===== config.mk =====
export PLATFORM = sky130hd
export DESIGN_NAME = serial_subtractor
export DESIGN_NICKNAME = d
export VERILOG_FILES = /design/src/rtl/serial_arith_pkg.sv /design/src/rtl/full_subtractor_cell.sv /design/src/rtl/serial_subtractor.sv
export SDC_FILE = /design/constraint.sdc
export NUM_CORES = 1
export LEC_CHECK = 0
export BUFFER_PORTS_ARGS = -buffer_cell sky130_fd_sc_hd__buf_2
export CELL_PAD_IN_SITES_DETAIL_PLACEMENT = 1
export CELL_PAD_IN_SITES_GLOBAL_PLACEMENT = 2
export CORE_MARGIN = 3
export CORE_UTILIZATION = 34
export DETAILED_ROUTE_END_ITERATION = 12
export PLACE_DENSITY_LB_ADDON = 0.08
export SLEW_MARGIN = 20
export SYNTH_ARGS = -nofsm -noshare
export SYNTH_HDL_FRONTEND = slang
export SYNTH_SLANG_ARGS = --single-unit

===== constraint.sdc =====
create_clock -name clk -period 2.7 [get_ports clk]
set_input_delay 0.27 -clock clk [delete_from_list [all_inputs] [get_ports clk]]
set_output_delay 0.27 -clock clk [all_outputs]
set_load 0.01 [all_outputs]

===== src/rtl/serial_arith_pkg.sv =====
// ----------------------------------------------------------------------------
// serial_arith_pkg
// Shared definitions for the bit-serial arithmetic blocks:
//   - DEFAULT_WIDTH : default operand width
//   - STATE_W       : width of the controller state encoding
//   - state_t       : controller states (IDLE, SHIFT, FINISH)
//   - clog2()       : bit-count helper used to size the cycle counter
// ----------------------------------------------------------------------------
package serial_arith_pkg;

    localparam int DEFAULT_WIDTH = 8;
    localparam int STATE_W       = 2;

    typedef enum logic [STATE_W-1:0] {
        IDLE   = 2'd0,
        SHIFT  = 2'd1,
        FINISH = 2'd2
    } state_t;

    // Number of bits needed to count 0..value-1; never less than one bit.
    function automatic int clog2(input int value);
        int res;
        res = 1;
        for (int i = 1; i < 32; i++) begin
            if ((32'd1 << i) < value) begin
                res = i + 1;
            end else begin
                res = res;
            end
        end
        return res;
    endfunction

endpackage


===== src/rtl/full_subtractor_cell.sv =====
// ----------------------------------------------------------------------------
// full_subtractor_cell
// Combinational one-bit full subtractor: diff = a - b - bin (mod 2), with the
// borrow-out raised when the subtraction of this bit needs to borrow.
// Ports:
//   a    in  minuend bit
//   b    in  subtrahend bit
//   bin  in  borrow-in
//   diff out difference bit
//   bout out borrow-out
// ----------------------------------------------------------------------------
module full_subtractor_cell (
    input  logic a,
    input  logic b,
    input  logic bin,
    output logic diff,
    output logic bout
);

    // Difference and borrow equations of a single subtractor bit.
    always_comb begin
        diff = a ^ b ^ bin;
        bout = (~a & b) | (~(a ^ b) & bin);
    end

endmodule


===== src/rtl/serial_subtractor.sv =====
// ----------------------------------------------------------------------------
// serial_subtractor
// Bit-serial subtractor computing {bout, d} = a - b - bin over WIDTH cycles,
// LSB first, through a single full_subtractor_cell and a registered borrow.
// Optional build macro: SUB_OVF_FLAG_EN adds the signed-overflow output v.
// Ports:
//   clk    in   clock, rising edge
//   rst    in   synchronous active-high reset
//   start  in   request, honoured only in IDLE or FINISH
//   a, b   in   WIDTH-bit minuend / subtrahend, captured on acceptance
//   bin    in   borrow-in, captured on acceptance
//   d      out  WIDTH-bit difference, updated only at completion
//   bout   out  final borrow-out
//   busy   out  high while shifting
//   done   out  one-cycle pulse when d/bout update
//   v      out  signed overflow (only with SUB_OVF_FLAG_EN)
// ----------------------------------------------------------------------------
module serial_subtractor
    import serial_arith_pkg::*;
#(
    parameter int WIDTH = DEFAULT_WIDTH
) (
    input  logic             clk,
    input  logic             rst,
    input  logic             start,
    input  logic [WIDTH-1:0] a,
    input  logic [WIDTH-1:0] b,
    input  logic             bin,
    output logic [WIDTH-1:0] d,
    output logic             bout,
    output logic             busy,
    output logic             done
`ifdef SUB_OVF_FLAG_EN
    ,
    output logic             v
`endif
);

    localparam int               CNT_W    = clog2(WIDTH);
    localparam logic [CNT_W-1:0] LAST_CNT = CNT_W'(WIDTH - 1);
    localparam logic [CNT_W-1:0] CNT_ONE  = CNT_W'(1);

    state_t             state_r;
    logic [WIDTH-1:0]   areg_r;
    logic [WIDTH-1:0]   breg_r;
    logic [WIDTH-1:0]   res_r;
    logic               borrow_r;
    logic [CNT_W-1:0]   cnt_r;
`ifdef SUB_OVF_FLAG_EN
    logic               amsb_r;
    logic               bmsb_r;
`endif

    logic               cell_diff_s;
    logic               cell_bout_s;
    logic               accept_s;
    logic               last_s;
    logic [WIDTH-1:0]   final_res_s;

    full_subtractor_cell u_cell (
        .a    (areg_r[0]),
        .b    (breg_r[0]),
        .bin  (borrow_r),
        .diff (cell_diff_s),
        .bout (cell_bout_s)
    );

    // Acceptance, last-bit detection and the result as it will look after this shift.
    always_comb begin
        accept_s    = start & ((state_r == IDLE) | (state_r == FINISH));
        last_s      = (state_r == SHIFT) & (cnt_r == LAST_CNT);
        final_res_s = {cell_diff_s, res_r[WIDTH-1:1]};
    end

    // Controller, datapath shift registers and registered outputs.
    always_ff @(posedge clk) begin
        if (rst) begin
            state_r  <= IDLE;
            areg_r   <= '0;
            breg_r   <= '0;
            res_r    <= '0;
            borrow_r <= 1'b0;
            cnt_r    <= '0;
            d        <= '0;
            bout     <= 1'b0;
            busy     <= 1'b0;
            done     <= 1'b0;
`ifdef SUB_OVF_FLAG_EN
            amsb_r   <= 1'b0;
            bmsb_r   <= 1'b0;
            v        <= 1'b0;
`endif
        end else begin
            case (state_r)
                IDLE, FINISH: begin
                    done <= 1'b0;
                    if (accept_s) begin
                        areg_r   <= a;
                        breg_r   <= b;
                        res_r    <= '0;
                        borrow_r <= bin;
                        cnt_r    <= '0;
                        busy     <= 1'b1;
                        state_r  <= SHIFT;
`ifdef SUB_OVF_FLAG_EN
                        amsb_r   <= a[WIDTH-1];
                        bmsb_r   <= b[WIDTH-1];
`endif
                    end else begin
                        busy    <= 1'b0;
                        state_r <= IDLE;
                    end
                end
                SHIFT: begin
                    areg_r   <= {1'b0, areg_r[WIDTH-1:1]};
                    breg_r   <= {1'b0, breg_r[WIDTH-1:1]};
                    res_r    <= final_res_s;
                    borrow_r <= cell_bout_s;
                    cnt_r    <= cnt_r + CNT_ONE;
                    if (last_s) begin
                        // Outputs move only here, so they never show a partial result.
                        d       <= final_res_s;
                        bout    <= cell_bout_s;
                        busy    <= 1'b0;
                        done    <= 1'b1;
                        state_r <= FINISH;
`ifdef SUB_OVF_FLAG_EN
                        // Operand signs differ and the result sign differs from the minuend.
                        v       <= (amsb_r ^ bmsb_r) & (amsb_r ^ cell_diff_s);
`endif
                    end else begin
                        busy    <= 1'b1;
                        done    <= 1'b0;
                        state_r <= SHIFT;
                    end
                end
                default: begin
                    busy    <= 1'b0;
                    done    <= 1'b0;
                    state_r <= IDLE;
                end
            endcase
        end
    end

endmodule

Word-level counts from Yosys, hierarchy flattened

Index checks and enable logic that the tools add are counted.

Add/sub/neg operators: 1
Eq/ne operators: 4
Reductions and logical operators: 6
Multiplexer cells: 17
Bitwise operators: 11

Operator list:

| kind                                                             | number |
|---|---|
| 8-bit case mux with 2 select lines                               | 3 |
| 8-bit two-way mux                                                | 3 |
| 3-bit case mux with 2 select lines                               | 1 |
| 1-bit two-way mux                                                | 5 |
| 1-bit AND                                                        | 4 |
| 1-bit case mux with 2 select lines                               | 2 |
| 2-bit case mux with 2 select lines                               | 1 |
| 2-bit AND reduction                                              | 2 |
| 2-bit OR reduction                                               | 2 |
| 3-bit by 1-bit adder with 3-bit output (second input constant)   | 1 |
| 3-bit == test (second input constant)                            | 1 |
| 3-bit two-way mux                                                | 1 |
| 1-bit inverter                                                   | 3 |
| 2-bit by 1-bit == test with 1-bit output (second input constant) | 1 |
| 2-bit == test (second input constant)                            | 1 |
| 2-bit logical NOT                                                | 1 |
| 2-bit two-way mux                                                | 1 |
| 2-bit != test (second input constant)                            | 1 |
| 1-bit OR                                                         | 2 |
| 2-bit nonzero test                                               | 1 |
| 1-bit XOR                                                        | 2 |

Bits of input ports: 20
Register bits: 41

Depth between registers and ports, before layout

Gate-level depths: netlist (run 1).

Depth in word-level cells: 5
Depth in mapped cells: 5
Mapped depth without buffers: 5

Hierarchy

A second synthesis (run 1) with hierarchy kept.

Cells, all modules: 195
Area total of the unflattened synthesis: 1605.3 sq um

By module, submodules not included:

| module               | instances | area an instance (sq um) | cells each |
|---|---|---|---|
| serial_subtractor    | 1         | 1574.0                   | 191 |
| full_subtractor_cell | 1         | 31.3                     | 4 |

Worst setup path before layout (run 1)

No wires, ideal clock.

Path kind: flip-flop to flip-flop
Start: reg cnt_r[0]
End: reg state_r[0]
Cell stages (with the launch flop): 6
Data arrival time: 1083 ps
Setup slack: 1490 ps
Required time: 2572 ps
Buffers on the path: 1
Period minus slack after synthesis: 1210 ps
Path through: dfxtp_1 -> ha_1 -> ha_1 -> clkbuf_1 -> o21a_1 -> nor2_1

Word-level cells in the longest chain between the ends: 4

RTL lines:

| what                               | RTL line                 | RTL |
|---|---|---|
| start, declared                    | serial_subtractor.sv:48  | `logic [CNT_W-1:0] cnt_r;` |
| start signal, assigned             | serial_subtractor.sv:119 | `cnt_r <= cnt_r + CNT_ONE;` |
| 3-bit == test                      | serial_subtractor.sv:71  | `last_s = (state_r == SHIFT) & (cnt_r == LAST_CNT);` |
| 1-bit AND                          | serial_subtractor.sv:71  |  |
| 2-bit two-way mux                  | serial_subtractor.sv:120 | `if (last_s) begin` |
| 2-bit case mux with 2 select lines | serial_subtractor.sv:94  | `case (state_r)` |
| end signal, assigned               | serial_subtractor.sv:78  | `state_r <= IDLE;` |
| end signal, assigned               | serial_subtractor.sv:104 | `state_r <= SHIFT;` |
| end signal, assigned               | serial_subtractor.sv:126 | `state_r <= FINISH;` |
| end, declared                      | serial_subtractor.sv:43  | `state_t state_r;` |

Every way passes these cells.
A chain may end at the register's enable or synchronous reset.

Worst setup path after layout (run 1)

Start: reg cnt_r[0]
End: reg d[0]

Word-level cells in the longest chain between the ends: 3

RTL lines:

| what                          | RTL line                 | RTL |
|---|---|---|
| 3-bit == test                 | serial_subtractor.sv:71  |  |
| 1-bit AND                     | serial_subtractor.sv:71  |  |
| 2-bit AND reduction (no line) | n/a                      |  |
| end signal, assigned          | serial_subtractor.sv:122 | `d <= final_res_s;` |
| end, declared                 | serial_subtractor.sv:29  | `output logic [WIDTH-1:0] d,` |

Every way passes these cells.

==> key figures, run 1 <==
Timing
  • Slew @ Worst Pin: 764 ps
  • Post-route clock period utilization: 60.7%
  • Setup TNS: 0 ps
  • Setup violators final: 0
  • Fin. max-slew vios: 0
  • WHS: 217 ps
  • Final min period: 1640 ps
  • Fmax: 0.610 GHz
  • Final hold viol count: 0
  • RSZ-0062 raised after global routing: false
  • Relative slew slack: 49.1%
  • Setup Skew: 6.93 ps

Power and ir drop
  • PwrDens: 619 mW/mm^2
  • Total Power: 1140 uW
  • Peak supply drop: 0.000303 V
  • Leakage: 0.000724 uW

Global routing
  • Initial antenna violation count: 0
  • Number of global-route vias before repair: 1424
  • Total GRT Usage: 15.0%
  • Grt ovf: 0
  • Pin count of the biggest net entering global routing: 44
  • First-pass GRT wire length: 6.51 mm

Layout
  • Layout Nets: 238
  • Post-route cell area: 0.00184 sq mm
  • Layout cells sized above 1: 22.2%
  • Diodes inserted: 0
  • Final Util: 41.2%
  • Area Growth Syn to Fin: 13.5%

Clock tree
  • CTS tree: built
  • Longest Clk Path Bufs: 2
  • Hold buffers post-CTS: 0
  • Clock-pin transition on the worst setup and hold timing paths: 80 ps
  • CTS Buf Count: 5
  • Htree depth: 2
  • Post-CTS Setup Bufs: 0
  • CTS resizes: 0
  • Root buf cell: clkbuf_8
  • Worst skew pair latency: 280 ps
  • Clk sinks: 39

Placed design
  • IO buf count: 30
  • Placed Instance Area: 0.00176 sq mm
  • GPL Wtd Cong: 0.701
  • HPWL after DPL: 2.54 mm

Drt
  • Post-route ant nets: 0
  • DRC Markers: 0
  • Vias per cell: 5.23
  • Max Used Layer: met4
  • Met2 routed WL: 1.88 mm
  • WL per Instance: 13.9 um
  • 1st-pass router iterations: 4
  • Met1 Wirelength: 1.65 mm
  • Via count: 1401
  • Wirelength, routed: 3.73 mm
  • DR WL met3: 165 um
  • Initial detailed-routing violation count: 56

Worst setup path
  • WP data required: 2840 ps
  • Crit path launch type: register
  • CP arrival: 1780 ps
  • Type of the worst setup path: register to register
  • Reg2Reg Setup Slack: 1060 ps
  • Maximum fanout along the worst path: 12
  • CP endpoint kind: register

Die
  • Die Wd: 75.1 um
  • Initial core utilization: 36.3%
  • Die ar.: 0.00564 sq mm
  • Core footprint: 0.00447 sq mm
  • I/O Pins: 31
  • Die Y: 75.1 um
  • FP Rows: 24

Worst hold path
  • Worst Hold Class: input port to register

Yosys
  • Yosys reg bits: 39
  • Cells after Synth: 191
  • Mapped cell area: 0.00162 sq mm
  • Syn Nets: 214
  • Sequential area share after synthesis: 48.1%
  • Post-synth cell types: 19
  • Ys Warns: 0
  • Mapped Avg Cell Area: 8.50 sq um

Run status
  • Outcome: completed

Job
  • Max_cap viols: 0
==> report_power, final <==
part	internal, uW	switching [uW]	total (uW)	leakage, uW
Clock	177	206	383	0.0000477
Combinational	53.1	83.2	136	0.000358
Sequential	603	17.4	621	0.000318
Total	833	307	1140	0.000724
==> layer usage <==
| metal | GRT usage (%) | up-vias |
|---|---|---|
| li1 | - | 704 |
| met1 | 18.1 | 666 |
| met2 | 25.8 | 29 |
| met3 | 3.87 | 2 |
| met4 | 5.14 | 0 |
| met5 | 0 | - |
==> cell usage in the layout (no fill, tap or decap), drive strengths merged <==
cell and n:
nand3 21, dfxtp 39, fa 1, clkinv 3, a311oi 15, nand3b 1, a21oi 22, nand2 47
inv 2, nor2 17, nand2b 3, nor2b 2, o21a 1, ha 2, buf 34, a2bb2oi 1
clkbuf 5
==> metrics by stage <==
stage                     std cells  worst slack [ps]
final                           268              1060
after global routing            268               831
after CTS                       268              1030
after detailed placement        260              1030
after global placement          260              1170
after floorplan                 191              1490
==> critical path, stage by stage (launching register included) <==
cell and delay (ps):
dfxtp_1 350, ha_1 160, ha_1 390, nand3b_1 350, nand2_1 170, a21oi_1 80
==> sequential cells by signal, summed over array words and instances, names as in the netlist, 2 cells and up <==
register and cells:
d 8, breg_r 8, res_r 7, areg_r 8, state_r 2, cnt_r 3
==> synth_stat cells <==
| master | number | area, sq um |
|---|---|---|
| nand2_1 | 47 | 176 |
| dfxtp_1 | 39 | 781 |
| a21oi_1 | 22 | 110 |
| nand3_1 | 21 | 105 |
| nor2_1 | 17 | 63.8 |
| a311oi_1 | 9 | 78.8 |
| a311oi_2 | 6 | 90.1 |
| buf_4 | 5 | 37.5 |
| clkbuf_1 | 5 | 18.8 |
| buf_2 | 4 | 20.0 |
| buf_6 | 3 | 33.8 |
| nand2b_1 | 3 | 18.8 |
| ha_1 | 2 | 25.0 |
| inv_1 | 2 | 7.51 |
| nor2b_1 | 2 | 12.5 |
| a2bb2oi_1 | 1 | 8.76 |
| fa_1 | 1 | 20.0 |
| nand3b_1 | 1 | 7.51 |
| o21a_1 | 1 | 7.51 |
==> cells by family after synthesis <==
logic type,Yosys count,synth area share [%]
and+or+nand+nor,91,23.7
buffers and inverters,19,7.25
DFF,39,48.1
adders and majority gates,3,2.78
AOI/OAI and AO/OA,39,18.2
==> area by class of cell <==
| cell class | count | area [sq um] |
|---|---|---|
| inverters | 2 | 7.51 |
| repair buffers | 34 | 180 |
| clock inverters | 3 | 15.0 |
| fillers | 557 | 2630 |
| well taps | 52 | 65.1 |
| multi-input cells | 133 | 724 |
| flip-flops and latches | 39 | 781 |
| clock buffers | 5 | 68.8 |
==> worst paths after layout <==
path                         start                      to  cells after the start
max          cnt_r[0]$_SDFFE_PP0P_       d[0]$_SDFFE_PP0P_                      5
min                           b[7]  breg_r[7]$_SDFFE_PP0P_                      3
max reg2reg  cnt_r[0]$_SDFFE_PP0P_       d[0]$_SDFFE_PP0P_                      5
min reg2reg      d[1]$_SDFFE_PP0P_       d[1]$_SDFFE_PP0P_                      2
Power figures use the tool's default switching activity.
==> run 2: changes to the inputs <==
CORE_UTILIZATION = 28   (was 34)
clock period = 1.5 ns   (was 2.7 ns; I/O delays follow)
==> run 2 against run 1 <==
Net effect:
- sequential share of layout area decreased by 2.1 points
- die area increased by 20%
- global-route usage decreased by 2.3 points
- clock skew decreased by 3.2 ps
- maximum frequency increased by 25%
- combinational power increased by 110%
- first-iteration DRC count decreased by 7.1%
- critical endpoint unchanged
- largest power group unchanged
==> key figures, run 2 (synthesis gave the netlist of run 1 again) <==
Run status
  • Outcome: completed

Layout
  • Final Util: 34.7% (-6.4 points)
  • Diodes inserted: 0 (unchanged)
  • Final std cells w/o fill: 289 (+7.8%)
  • Layout cells sized above 1: 22.6% (+0.36 points)
  • Layout Nets: 240 (+0.84%)
  • Commonest non-fill, non-tap cell in the layout: nand2_1
  • Commonest non-fill, non-tap cells in the layout: nand2_1 (47), dfxtp_1 (39), buf_2 (30)
  • Largest regs: areg_r: 8 flops, breg_r: 8 flops, d: 8 flops
  • Area Growth Syn to Fin: 19.3%

Die
  • Initial core utilization: 29.1% (-7.2 points)
  • Die Y: 82.1 um (+9.4%)
  • Die Wd: 82.1 um (+9.4%)
  • FP Rows: 27 (+13%)
  • I/O Pins: 31 (unchanged)
  • Core footprint: 0.00557 sq mm (+25%)
  • Die ar.: 0.00675 sq mm (+20%)

Drt
  • Max Used Layer: met4
  • DR WL met3: 162 um (-1.8%)
  • Post-route ant nets: 0 (unchanged)
  • DRC Markers: 0 (unchanged)
  • Met2 routed WL: 2.09 mm (+11%)
  • Vias per cell: 4.90 (-6.2%)
  • WL per Instance: 13.7 um (-1.3%)
  • Met1 Wirelength: 1.65 mm (+0.12%)
  • Via count: 1417 (+1.1%)
  • Initial detailed-routing violation count: 52 (-7.1%)
  • 1st-pass router iterations: 4 (unchanged)
  • Wirelength, routed: 3.97 mm (+6.4%)

Clock tree
  • Worst skew pair latency: 280 ps (about the same)
  • Clock-pin transition on the worst setup and hold timing paths: 70 ps (about the same)
  • Longest Clk Path Bufs: 2 (unchanged)
  • Post-CTS Setup Bufs: 0 (unchanged)
  • Hold buffers post-CTS: 0 (unchanged)
  • CTS tree: built
  • Htree depth: 2 (unchanged)
  • CTS resizes: 0 (unchanged)
  • Clk sinks: 39 (unchanged)
  • Root buf cell: clkbuf_8
  • CTS Buf Count: 5 (unchanged)

Worst setup path
  • WP data required: 1720 ps (-1120 ps)
  • Crit path launch type: register
  • Maximum fanout along the worst path: 10 (-2)
  • Type of the worst setup path: register to register
  • CP arrival: 1540 ps (-240 ps)
  • CP endpoint kind: register

Timing
  • RSZ-0062 raised after global routing: false
  • Relative slew slack: 75.2% (+26 points)
  • Worst setup margin: 183 ps (-876 ps)
  • Fmax: 0.760 GHz (+25%)
  • Final hold viol count: 0 (unchanged)
  • Setup Skew: 3.68 ps (-3.25 ps)
  • Post-route clock period utilization: 87.8% (+27 points)
  • Final min period: 1320 ps (-324 ps)
  • Setup violators final: 0 (unchanged)
  • Slew @ Worst Pin: 372 ps (-392 ps)
  • Fin. max-slew vios: 0 (unchanged)
  • Setup TNS: 0 ps (unchanged)

Global routing
  • Initial antenna violation count: 0 (unchanged)
  • First-pass GRT wire length: 6.59 mm (+1.3%)
  • Total GRT Usage: 12.7% (-2.3 points)
  • Pin count of the biggest net entering global routing: 44 (unchanged)
  • Grt ovf: 0 (unchanged)
  • Number of global-route vias before repair: 1454 (+2.1%)

Placed design
  • GPL Wtd Cong: 0.660 (-5.9%)
  • Post-Place Cells: 282 (+8.5%)
  • Setup WS pre-CTS: 177 ps (-854 ps)
  • IO buf count: 30 (unchanged)
  • HPWL after DPL: 2.72 mm (+7.2%)

Job
  • Max_cap viols: 0 (unchanged)

Worst hold path
  • Worst Hold Class: input port to register

Power and ir drop
  • Leakage: 0.000752 uW (+3.9%)
  • PwrDens: 1090 mW/mm^2 (+76%)
  • Peak supply drop: 0.000437 V (+44%)
## run 2: critical path, stage by stage (launching register included)
cell	delay [ps]
dfxtp_1	330
ha_1	200
ha_1	190
nand3b_1	280
nand2_1	100
a21oi_1	140
## run 2: final cells by class
type                            count  area (sq um)
Fill cell                         685          3640
Sequential cell                    39           781
Multi-Input combinational cell    133           724
Timing Repair Buffer               36           245
Tap cell                           72          90.1
Clock buffer                        6          82.6
Inverter                            2          7.51
Clock inverter                      1          5.00
## run 2: final timing paths
path | to | startpoint | slack (ps) | cells past startpoint
min reg2reg | d[5]$_SDFFE_PP0P_ | d[5]$_SDFFE_PP0P_ | 450 | 2
max reg2reg | d[0]$_SDFFE_PP0P_ | cnt_r[0]$_SDFFE_PP0P_ | 180 | 5
max | d[0]$_SDFFE_PP0P_ | cnt_r[0]$_SDFFE_PP0P_ | 180 | 5
min | areg_r[7]$_SDFFE_PP0P_ | a[7] | 120 | 3
## run 2: per-stage QoR
stage	hold slack [ps]	cell area [sq um]	power, uW
floorplan	286	1620	1340
global placement	396	1850	1410
detailed placement	415	1850	1430
CTS	108	1940	2140
global route	119	1940	2210
finish	115	1940	2110
## run 2: layer usage
metal | vias to the layer above | GRT usage [%]
met4 | 0 | 4.49
li1 | 703 | -
met3 | 7 | 3.25
met2 | 24 | 24.3
met1 | 683 | 13.2
met5 | - | 0
## run 2: report_power, final
group / internal (uW) / switching (uW)
Sequential: 1090 / 30.7
Combinational: 118 / 163
Clock: 361 / 348
Total: 1560 / 541
==> run 3: changes to the inputs <==
--- a/config.mk
+++ b/config.mk
@@ -14,3 +14,2 @@
 export PLACE_DENSITY_LB_ADDON = 0.08
-export SLEW_MARGIN = 20
 export SYNTH_ARGS = -nofsm -noshare
==> constraint.sdc (replaced) <==
create_clock -name clk -period 1.5 [get_ports clk]
set_input_delay 0.075 -clock clk [delete_from_list [all_inputs] [get_ports clk]]
set_output_delay 0.075 -clock clk [all_outputs]
set_load 0.01 [all_outputs]
==> run 3 against run 2 <==
Net effect:
- cell area down 0.39%
- critical path depth did not move
- register-to-register slack worse by 20 ps
- via count down 3.1%
- sequential power about the same
- clock skew is 3.5 ps higher
==> key figures, run 3 (synthesis gave the netlist of run 1 again) <==
Run status
  • Outcome: completed

Timing
  • Final hold viol count: 0 (unchanged)
  • Setup Skew: 7.19 ps (+3.50 ps)
  • Fmax: 0.749 GHz (-1.4%)
  • Final min period: 1330 ps (+18.0 ps)
  • Post-route clock period utilization: 89.0% (+1.2 points)
  • Setup violators final: 0 (unchanged)
  • RSZ-0062 raised after global routing: false
  • Relative slew slack: 75.8% (+0.56 points)
  • Slew @ Worst Pin: 363 ps (-9.50 ps)
  • Setup TNS: 0 ps (unchanged)
  • Fin. max-slew vios: 0 (unchanged)

Clock tree
  • Htree depth: 2 (unchanged)
  • CTS tree: built
  • Root buf cell: clkbuf_8
  • Worst skew pair latency: 290 ps (about the same)
  • Post-CTS Setup Bufs: 0 (unchanged)
  • Hold buffers post-CTS: 0 (unchanged)
  • CTS Buf Count: 5 (unchanged)
  • Clock-pin transition on the worst setup and hold timing paths: 80 ps (about the same)
  • Longest Clk Path Bufs: 2 (unchanged)
  • Clk sinks: 39 (unchanged)
  • CTS resizes: 0 (unchanged)

Drt
  • DRC Markers: 0 (unchanged)
  • Wirelength, routed: 3.91 mm (-1.5%)
  • Via count: 1373 (-3.1%)
  • Initial detailed-routing violation count: 78 (+50%)
  • Vias per cell: 4.72 (-3.8%)
  • Post-route ant nets: 0 (unchanged)
  • 1st-pass router iterations: 6 (+2)
  • WL per Instance: 13.4 um (-2.2%)

Layout
  • Final std cells w/o fill: 291 (+0.69%)
  • Commonest non-fill, non-tap cell in the layout: nand2_1
  • Diodes inserted: 0 (unchanged)
  • Area Growth Syn to Fin: 18.8%
  • Final Util: 34.6% (-0.13 points)
  • Largest regs: areg_r: 8 flops, breg_r: 8 flops, d: 8 flops
  • Layout Nets: 241 (+0.42%)
  • Area of the multi-input gates: 724 sq um (unchanged)
  • Filler cell count in the final layout: 690 (+0.73%)
  • Commonest non-fill, non-tap cells in the layout: nand2_1 (47), dfxtp_1 (39), buf_2 (30)
  • Register area: 781 sq um (unchanged)
  • Layout cells sized above 1: 22.8% (+0.25 points)

Worst setup path
  • CP dominant cell by count: ha_1
  • CP arrival: 1560 ps (+20 ps)
  • CP endpoint kind: register
  • Crit path launch type: register
  • Type of the worst setup path: register to register
  • Slowest CP cell: dfxtp_1
  • CP peak stage delay: 330 ps (about the same)
  • Crit-path cells: ha_1 -> ha_1 -> nand3b_1 -> nand2_1 -> a21oi_1
  • Maximum fanout along the worst path: 10 (unchanged)
  • WP data required: 1720 ps (about the same)

Worst hold path
  • Worst Hold Class: input port to register

Global routing
  • Initial antenna violation count: 0 (unchanged)
  • First-pass GRT wire length: 6.74 mm (+2.3%)
  • Total GRT Usage: 13.0% (+0.32 points)
  • Number of global-route vias before repair: 1481 (+1.9%)
  • Pin count of the biggest net entering global routing: 44 (unchanged)
  • Grt ovf: 0 (unchanged)

Die
  • Core footprint: 0.00557 sq mm (unchanged)
  • Die Y: 82.1 um (unchanged)
  • I/O Pins: 31 (unchanged)
  • Initial core utilization: 29.1% (unchanged)
  • Die ar.: 0.00675 sq mm (unchanged)
  • FP Rows: 27 (unchanged)
  • Die Wd: 82.1 um (unchanged)

Job
  • Max_cap viols: 0 (unchanged)

Placed design
  • IO buf count: 30 (unchanged)
  • Post-Place Cells: 283 (+0.35%)
  • HPWL after DPL: 2.72 mm (+0.14%)
  • GPL Wtd Cong: 0.697 (+5.6%)

Power and ir drop
  • Peak supply drop: 0.000489 V (+12%)
  • PwrDens: 1080 mW/mm^2 (-0.87%)
  • Total Power: 2080 uW (-1.3%)
  • Leakage: 0.000748 uW (-0.59%)
-- run 3: cell types whose count changed in the layout (fill, tap and decap cells not counted), sizes merged --
cell	change
clkinvlp	+1
buf	+1
-- run 3: stage by stage --
step                      instance area [sq um]  hold slack [ps]  setup slack [ps]
after global placement                     1840              320               246
after floorplan                            1620              211               290
after detailed placement                   1840              335               175
final                                      1930             29.2               165
after CTS                                  1930             17.6               156
after global routing                       1930             19.5              21.6
-- run 3: worst max-delay path, delay by kind of cell (launching register included) --
| kind | cells | cell delay, ps |
|---|---|---|
| AND/OR/NAND/NOR | 2 | 400 |
| adder cells (fa/ha/maj) | 2 | 390 |
| flip-flops | 1 | 330 |
| AO/OA/AOI/OAI | 1 | 150 |
-- run 3: path summary, 6_finish.rpt --
kind	from	endpoint	depth (start not counted)	slack, ps
max	cnt_r[0]$_SDFFE_PP0P_	d[0]$_SDFFE_PP0P_	5	170
min	b[7]	breg_r[7]$_SDFFE_PP0P_	3	30
max reg2reg	cnt_r[0]$_SDFFE_PP0P_	d[0]$_SDFFE_PP0P_	5	170
min reg2reg	d[5]$_SDFFE_PP0P_	d[5]$_SDFFE_PP0P_	2	460
-- run 3: final cells by class --
| cell class | instances | share of cell area [%] |
|---|---|---|
| clock buffers | 6 | 3.76 |
| inverters | 2 | 0.389 |
| multi-input cells | 133 | 37.6 |
| well taps | 72 | 4.67 |
| clock inverters | 2 | 0.649 |
| flip-flops and latches | 39 | 40.5 |
| repair buffers | 37 | 12.5 |
-- run 3: metal layers --
| layer | part of all wire [%] | GRT usage [%] |
|---|---|---|
| met5 | 0 | 0 |
| met4 | 1.5 | 4.98 |
| met3 | 4.2 | 3.47 |
| met2 | 49 | 23.3 |
| met1 | 45 | 14.7 |
-- run 3: power breakdown --
group | leakage (uW) | internal, uW | switching, uW | total, uW
clock network | 0.0000412 | 325 | 365 | 690
logic | 0.000389 | 115 | 158 | 273
registers | 0.000318 | 1090 | 30.9 | 1120
total | 0.000748 | 1530 | 554 | 2080
